## config.mk

```make
export PLATFORM = sky130hd
export DESIGN_NAME = amber48_uart_tx
export DESIGN_NICKNAME = d
export VERILOG_FILES = /design/src/rtl/amber48_uart_tx.sv
export SDC_FILE = /design/constraint.sdc
export NUM_CORES = 1
export LEC_CHECK = 0
export CORE_UTILIZATION = 51
export DETAILED_ROUTE_END_ITERATION = 8
export PLACE_DENSITY_LB_ADDON = 0.2
export SYNTH_ARGS = -nofsm -noshare
export SYNTH_HDL_FRONTEND = slang
export SYNTH_SLANG_ARGS = --single-unit
```

## constraint.sdc

```tcl
create_clock -name clk_i -period 3 [get_ports clk_i]
set_input_delay 0.6 -clock clk_i [delete_from_list [all_inputs] [get_ports clk_i]]
set_output_delay 0.6 -clock clk_i [all_outputs]
set_load 0.01 [all_outputs]
```

## src/rtl/amber48_uart_tx.sv

```systemverilog
// amber48_uart_tx - byte-wide UART transmitter fed by a small write FIFO.
// Frame: one start bit, 8 data bits LSB first, optional even parity bit,
// one stop bit; every bit lasts CLKS_PER_BIT clocks.
// Optional feature macro: AMBER48_UART_PARITY_EN (adds the PARITY state).
// Writes are fire-and-forget: a byte arriving while the FIFO is full and
// nothing is being popped is dropped and latched in overflow_o.
module amber48_uart_tx #(
    parameter int CLKS_PER_BIT = 16,
    parameter int FIFO_DEPTH   = 4
) (
    input  logic       clk_i,
    input  logic       rst_ni,
    input  logic       valid_i,
    input  logic [7:0] data_i,
    output logic       tx_o,
    output logic       busy_o,
    output logic       fifo_full_o,
    output logic       overflow_o,
    output logic       frame_done_o
);

    localparam int PTR_W = $clog2(FIFO_DEPTH);
    localparam int CNT_W = PTR_W + 1;
    localparam int TMR_W = $clog2(CLKS_PER_BIT);

    localparam logic [TMR_W-1:0] BIT_LOAD = TMR_W'(CLKS_PER_BIT - 1);
    localparam logic [CNT_W-1:0] FULL_CNT = CNT_W'(FIFO_DEPTH);

    typedef enum logic [2:0] {
        ST_IDLE   = 3'd0,
        ST_START  = 3'd1,
        ST_DATA   = 3'd2,
`ifdef AMBER48_UART_PARITY_EN
        ST_PARITY = 3'd3,
`endif
        ST_STOP   = 3'd4
    } state_t;

    // FIFO storage and bookkeeping
    logic [7:0]       mem [FIFO_DEPTH];
    logic [PTR_W-1:0] wr_ptr_q;
    logic [PTR_W-1:0] rd_ptr_q;
    logic [CNT_W-1:0] count_q;
    logic             fifo_empty;
    logic             fifo_full;
    logic             push;
    logic             pop;

    // Transmit FSM
    state_t           state_q;
    state_t           state_d;
    logic [TMR_W-1:0] timer_q;
    logic [TMR_W-1:0] timer_d;
    logic [2:0]       bit_cnt_q;
    logic [2:0]       bit_cnt_d;
    logic             timer_zero;
    logic             shift_en;
    logic [7:0]       shift_q;
    logic             frame_done_d;

    // Registered outputs
    logic             tx_q;
    logic             busy_q;
    logic             overflow_q;
    logic             frame_done_q;

`ifdef AMBER48_UART_PARITY_EN
    logic             parity_q;
`endif

    assign fifo_empty = (count_q == '0);
    assign fifo_full  = (count_q == FULL_CNT);
    assign timer_zero = (timer_q == '0);

    // A full FIFO still accepts a byte when the FSM pops in the same cycle,
    // so occupancy is unchanged and nothing is lost.
    assign push = valid_i && (!fifo_full || pop);

    // FIFO storage: data only, no reset needed; writes ignored during reset
    always_ff @(posedge clk_i) begin
        if (push && rst_ni) begin
            mem[wr_ptr_q] <= data_i;
        end
    end

    // FIFO pointers and occupancy count; pointers wrap naturally (power-of-two depth)
    always_ff @(posedge clk_i) begin
        if (!rst_ni) begin
            wr_ptr_q <= '0;
            rd_ptr_q <= '0;
            count_q  <= '0;
        end else begin
            if (push) begin
                wr_ptr_q <= wr_ptr_q + PTR_W'(1);
            end
            if (pop) begin
                rd_ptr_q <= rd_ptr_q + PTR_W'(1);
            end
            case ({push, pop})
                2'b10:   count_q <= count_q + CNT_W'(1);
                2'b01:   count_q <= count_q - CNT_W'(1);
                default: count_q <= count_q;
            endcase
        end
    end

    // Sticky overflow: set when a byte is dropped, cleared only by reset
    always_ff @(posedge clk_i) begin
        if (!rst_ni) begin
            overflow_q <= 1'b0;
        end else if (valid_i && fifo_full && !pop) begin
            overflow_q <= 1'b1;
        end
    end

    // FSM state, bit timer and data-bit counter
    always_ff @(posedge clk_i) begin
        if (!rst_ni) begin
            state_q   <= ST_IDLE;
            timer_q   <= '0;
            bit_cnt_q <= '0;
        end else begin
            state_q   <= state_d;
            timer_q   <= timer_d;
            bit_cnt_q <= bit_cnt_d;
        end
    end

    // Next-state logic: every state holds for one full bit period, then advances
    always_comb begin
        state_d      = state_q;
        timer_d      = timer_q;
        bit_cnt_d    = bit_cnt_q;
        pop          = 1'b0;
        shift_en     = 1'b0;
        frame_done_d = 1'b0;

        case (state_q)
            ST_IDLE: begin
                timer_d = '0;
                if (!fifo_empty) begin
                    pop     = 1'b1;
                    state_d = ST_START;
                    timer_d = BIT_LOAD;
                end
            end

            ST_START: begin
                if (timer_zero) begin
                    state_d = ST_DATA;
                    timer_d = BIT_LOAD;
                end else begin
                    timer_d = timer_q - TMR_W'(1);
                end
            end

            ST_DATA: begin
                if (timer_zero) begin
                    shift_en  = 1'b1;
                    timer_d   = BIT_LOAD;
                    // 3-bit counter wraps 7 -> 0 as the last data bit ends
                    bit_cnt_d = bit_cnt_q + 3'd1;
                    if (bit_cnt_q == 3'd7) begin
`ifdef AMBER48_UART_PARITY_EN
                        state_d = ST_PARITY;
`else
                        state_d = ST_STOP;
`endif
                    end
                end else begin
                    timer_d = timer_q - TMR_W'(1);
                end
            end

`ifdef AMBER48_UART_PARITY_EN
            ST_PARITY: begin
                if (timer_zero) begin
                    state_d = ST_STOP;
                    timer_d = BIT_LOAD;
                end else begin
                    timer_d = timer_q - TMR_W'(1);
                end
            end
`endif

            ST_STOP: begin
                if (timer_zero) begin
                    frame_done_d = 1'b1;
                    // Chain straight into the next frame when data is waiting
                    if (!fifo_empty) begin
                        pop     = 1'b1;
                        state_d = ST_START;
                        timer_d = BIT_LOAD;
                    end else begin
                        state_d = ST_IDLE;
                        timer_d = '0;
                    end
                end else begin
                    timer_d = timer_q - TMR_W'(1);
                end
            end

            default: begin
                state_d   = ST_IDLE;
                timer_d   = '0;
                bit_cnt_d = '0;
            end
        endcase
    end

    // Shift register: loaded from the FIFO head on pop, shifted right per data bit
    always_ff @(posedge clk_i) begin
        if (pop) begin
            shift_q <= mem[rd_ptr_q];
        end else if (shift_en) begin
            shift_q <= {1'b0, shift_q[7:1]};
        end
    end

`ifdef AMBER48_UART_PARITY_EN
    // Even parity of the byte, captured once when it leaves the FIFO
    always_ff @(posedge clk_i) begin
        if (pop) begin
            parity_q <= ^mem[rd_ptr_q];
        end
    end
`endif

    // Output registers: line level follows the current state one clock later
    always_ff @(posedge clk_i) begin
        if (!rst_ni) begin
            tx_q         <= 1'b1;
            busy_q       <= 1'b0;
            frame_done_q <= 1'b0;
        end else begin
            frame_done_q <= frame_done_d;
            busy_q       <= !fifo_empty || (state_q != ST_IDLE);
            case (state_q)
                ST_START:  tx_q <= 1'b0;
                ST_DATA:   tx_q <= shift_q[0];
`ifdef AMBER48_UART_PARITY_EN
                ST_PARITY: tx_q <= parity_q;
`endif
                default:   tx_q <= 1'b1;
            endcase
        end
    end

    assign tx_o         = tx_q;
    assign busy_o       = busy_q;
    assign fifo_full_o  = fifo_full;
    assign overflow_o   = overflow_q;
    assign frame_done_o = frame_done_q;

endmodule

```

==> reports/summary.json <==
{
  "tritoncts.num_buffers": {"value": 9},
  "critical_path.n_buffers_inverters": {"value": 1},
  "synth.largest_area_cell": {"value": "sky130_fd_sc_hd__edfxtp_1"},
  "async_reset_ff_frac": {"value": 0},
  "yosys_most_used_dff": {"value": "sky130_fd_sc_hd__edfxtp_1"},
  "die-area": {"value": 5770, "unit": "sq um"},
  "fillers": {"value": 399},
  "total_switching_power": {"value": 0.00114, "unit": "W"},
  "power.sequential.fraction": {"value": 0.383},
  "r2r_start": {"value": "timer_q[0]$_SDFF_PN0_"},
  "clk-insertion-delay-late": {"value": 0.34, "unit": "ns"},
  "grt_util_all_layers": {"value": 0.193},
  "drtPass1Iterations": {"value": 4},
  "num_io_pins": {"value": 16},
  "drt_drc_violations_left": {"value": 0},
  "ir_worst_vdd": {"value": 0.697, "unit": "mV"},
  "finalMaxSlewViolations": {"value": 0},
  "drtIter0Drc": {"value": 164},
  "synth-warning-count": {"value": 0},
  "vias_in_the_first_global_route": {"value": 1677},
  "p_comb_frac": {"value": 0.371},
  "synth.lib_cells_used.distinct": {"value": 49},
  "timing.final.crit_period": {"value": 2.59, "unit": "ns"},
  "setup.worst_path.start_class": {"value": "flip-flop"},
  "count_of_buffers_inserted_at_the_top_level_ports": {"value": 15},
  "timing.max_slew.rel_slack": {"value": 0.354},
  "synthTopCellsByCount": {"value": "sky130_fd_sc_hd__edfxtp_1 (40), sky130_fd_sc_hd__nand2_1 (33), sky130_fd_sc_hd__dfxtp_1 (23)"},
  "area_of_combinational_cells_with_multiple_inputs": {"value": 1020, "unit": "sq um"},
  "root_buffer": {"value": "sky130_fd_sc_hd__clkbuf_8"},
  "yosysMostFrequentCell": {"value": "sky130_fd_sc_hd__edfxtp_1"},
  "worst_setup_path_end_kind": {"value": "flip-flop"},
  "routability_congestion_estimate": {"value": 0.777},
  "syn-num-nets": {"value": 238},
  "clock_skew": {"value": 0.00672, "unit": "ns"},
  "powerDensity": {"value": 1020, "unit": "nW/um^2"},
  "critical_path.slowest_cell": {"value": "sky130_fd_sc_hd__a2111o_1"},
  "syn_area": {"value": 2790, "unit": "sq um"},
  "peak_fanout_along_the_critical_path": {"value": 8},
  "synth_cells": {"value": 219},
  "dr_total_vias": {"value": 1721},
  "required": {"value": 2.99, "unit": "ns"},
  "hold_end": {"value": "timer_q[0]$_SDFF_PN0_"},
  "yosysTopAreaCellShare": {"value": 0.431},
  "run_status": {"value": "complete, no violations"},
  "ys_ff_latch": {"value": 63},
  "grt_first_pass_wirelength": {"value": 8.31, "unit": "mm"},
  "min_from": {"value": "timer_q[0]$_SDFF_PN0_"},
  "rsz0062_at_grt": {"value": "no"},
  "h-tree-depth": {"value": 3},
  "flow.area_growth_from_synthesis": {"value": 16.7, "unit": "%"},
  "syn_avg_cell_area": {"value": 12.7, "unit": "sq um"},
  "cts_buffer_depth": {"value": 2},
  "final-hold-violation-count": {"value": 0},
  "timing.final.setup_violations": {"value": 0},
  "clk_pin_slew": {"value": 0.07, "unit": "ns"},
  "critPathArrivalTime": {"value": 2.58, "unit": "ns"},
  "swShare": {"value": 0.344},
  "cts_num_sinks": {"value": 63},
  "maxClockFrequency": {"value": 387, "unit": "MHz"},
  "fp.dieW": {"value": 75.9, "unit": "um"},
  "cts_setup_buffers": {"value": 0},
  "reg2reg_setup_slack": {"value": 0.41, "unit": "ns"},
  "dp.final_hpwl": {"value": 3.23, "unit": "mm"},
  "finalCritPeriodShare": {"value": 0.862},
  "final_layout_size_suffix_gt1_frac": {"value": 0.162},
  "layout.area.seq": {"value": 1660, "unit": "sq um"},
  "cts_repair_resize_count": {"value": 0},
  "synth.yosys.seq_area_share": {"value": 0.596},
  "max_cap_violations": {"value": 0},
  "fin_nets": {"value": 261},
  "timing.hold.ws": {"value": 0.496, "unit": "ns"},
  "worst_reg_to_reg_cells": {"value": 6},
  "largest_net_degree_at_the_start_of_global_routing": {"value": 21},
  "clock_tree_from_tritoncts": {"value": "done"},
  "yosys-top-cells-area": {"value": "sky130_fd_sc_hd__edfxtp_1 (43%), sky130_fd_sc_hd__dfxtp_1 (17%), sky130_fd_sc_hd__mux4_2 (6.5%)"},
  "r2r_end": {"value": "mem[2][3]$_DFFE_PP_"},
  "critical_path.top_delay_family": {"value": "simple AND/OR/NAND/NOR gates"},
  "ant_nets": {"value": 0},
  "cts_hold_buffers_added": {"value": 0},
  "antenna_found_initial": {"value": 0},
  "path_class": {"value": "reg2reg"},
  "tns": {"value": 0, "unit": "ns"},
  "grt_remaining_overflow": {"value": 0},
  "max_stage_delay": {"value": 0.49, "unit": "ns"},
  "cp_cell_sequence": {"value": "inv_1 -> ha_1 -> or3b_1 -> a2111o_1 -> a211oi_2 -> and2_1"},
  "core_area": {"value": 5170, "unit": "sq um"},
  "antenna-diode-count": {"value": 0},
  "drt_wl_total": {"value": 4.90, "unit": "mm"},
  "routed_wire_length_per_instance": {"value": 15.4, "unit": "um"},
  "power.static_leakage": {"value": 1.20, "unit": "nW"},
  "initial_utilization": {"value": 0.539},
  "via_per_inst": {"value": 5.43},
  "power.clock.fraction": {"value": 0.246},
  "std_cell_rows": {"value": 26},
  "worstHoldPathType": {"value": "reg2reg"},
  "internal-power": {"value": 0.00217, "unit": "W"},
  "die-height": {"value": 75.9, "unit": "um"},
  "transition_time_at_the_pin_with_the_least_slew_margin": {"value": 0.961, "unit": "ns"},
  "post_synth_edffs": {"value": 40},
  "worst_hold_path_cell_count": {"value": 1}
}
## power by group through the flow
stage / Clock [W] / Sequential, W / Combinational, W
6_report: 0.000813 / 0.00127 / 0.00123
5_1_grt: 0.000865 / 0.00129 / 0.00136
2_1_floorplan: 0 / 0.00124 / 0.000944
3_5_place_dp: 0 / 0.00129 / 0.00121
3_3_place_gp: 0 / 0.00128 / 0.00120
4_1_cts: 0.000819 / 0.00127 / 0.00122
## sequential cells by signal (all words and copies together) (netlist names), named ones only
| name | count |
|---|---|
| state_q | 3 |
| shift_q | 8 |
| wr_ptr_q | 2 |
| timer_q | 4 |
| overflow_o | 1 |
| busy_o | 1 |
| bit_cnt_q | 3 |
| count_q | 3 |
| rd_ptr_q | 2 |
| tx_o | 1 |
| mem | 32 |
| frame_done_o | 1 |
## kinds of logic after synthesis
group	count (synthesis)	synth area share
xor gates and xnor gates	2	0.00628
and+or+nand+nor	74	0.128
adders and majority gates	8	0.0386
DFF	63	0.596
buffers and inverters	24	0.0386
muxes	12	0.0790
AOI/OAI and AO/OA	36	0.113
## routing by layer
layer | GRT usage | up-vias | share of wire
li1 | - | 853 | -
met1 | 0.274 | 806 | 0.49
met2 | 0.262 | 51 | 0.44
met3 | 0.0590 | 11 | 0.047
met4 | 0.108 | 0 | 0.023
met5 | 0 | - | 0
## metrics by stage
stage / power, W / area (sq um) / worst slack, ns / instances / util
after floorplan: 0.00219 / 2790 / 0.483 / 219 / -
after global placement: 0.00248 / 3030 / 0.351 / 301 / 0.587
after detailed placement: 0.00250 / 3030 / 0.270 / 301 / 0.587
after CTS: 0.00332 / 3250 / 0.409 / 317 / 0.629
after global routing: 0.00352 / 3250 / 0.270 / 317 / 0.629
final: 0.00331 / 3250 / 0.413 / 317 / 0.629
## placed cells by master (no fill, tap or decap), drive strengths merged, types with 2 or more instances in the layout
cell           synthesis  layout
buf                    6      10
bufinv                 0       2
xnor2                  2       2
nor3                   8       8
nand2b                 3       3
a211oi                 5       5
inv                   11      12
o21ai                  2       2
a21o                   2       2
or3                    3       3
clkbuf                 7       9
nand2                 33      33
dfxtp                 23      23
edfxtp                40      40
nor2b                  3       3
clkdlybuf4s50          0      15
mux2i                  4       4
and2                   5       5
a22oi                  2       2
nor4                   2       2
a21oi                  7       7
a32o                   2       2
clkinv                 0       3
mux4                   8       8
a2111oi                3       3
ha                     7       7
nor3b                  3       3
nor2                  10      10
## final cells by class
cell class,count,area share
clock buffer,9,0.0381
timing repair buffer,25,0.0692
clock inverter,7,0.0292
inverter,11,0.0127
multi-input combinational,132,0.313
sequential,63,0.511
tap,70,0.0269
## how the worst max path moves through the flow
stage	from	end	slack, ns	depth (start not counted)
after CTS	timer_q[0]$_SDFF_PN0_	mem[1][1]$_DFFE_PP_	0.41	6
after global placement	valid_i	count_q[2]$_SDFFE_PN0P_	0.35	8
after floorplan	timer_q[0]$_SDFF_PN0_	count_q[2]$_SDFFE_PN0P_	0.48	10
final	timer_q[0]$_SDFF_PN0_	mem[2][3]$_DFFE_PP_	0.41	6
after detailed placement	valid_i	count_q[2]$_SDFFE_PN0P_	0.27	8
after global routing	timer_q[0]$_SDFF_PN0_	mem[2][3]$_DFFE_PP_	0.27	6
Power figures use the tool's default switching activity.
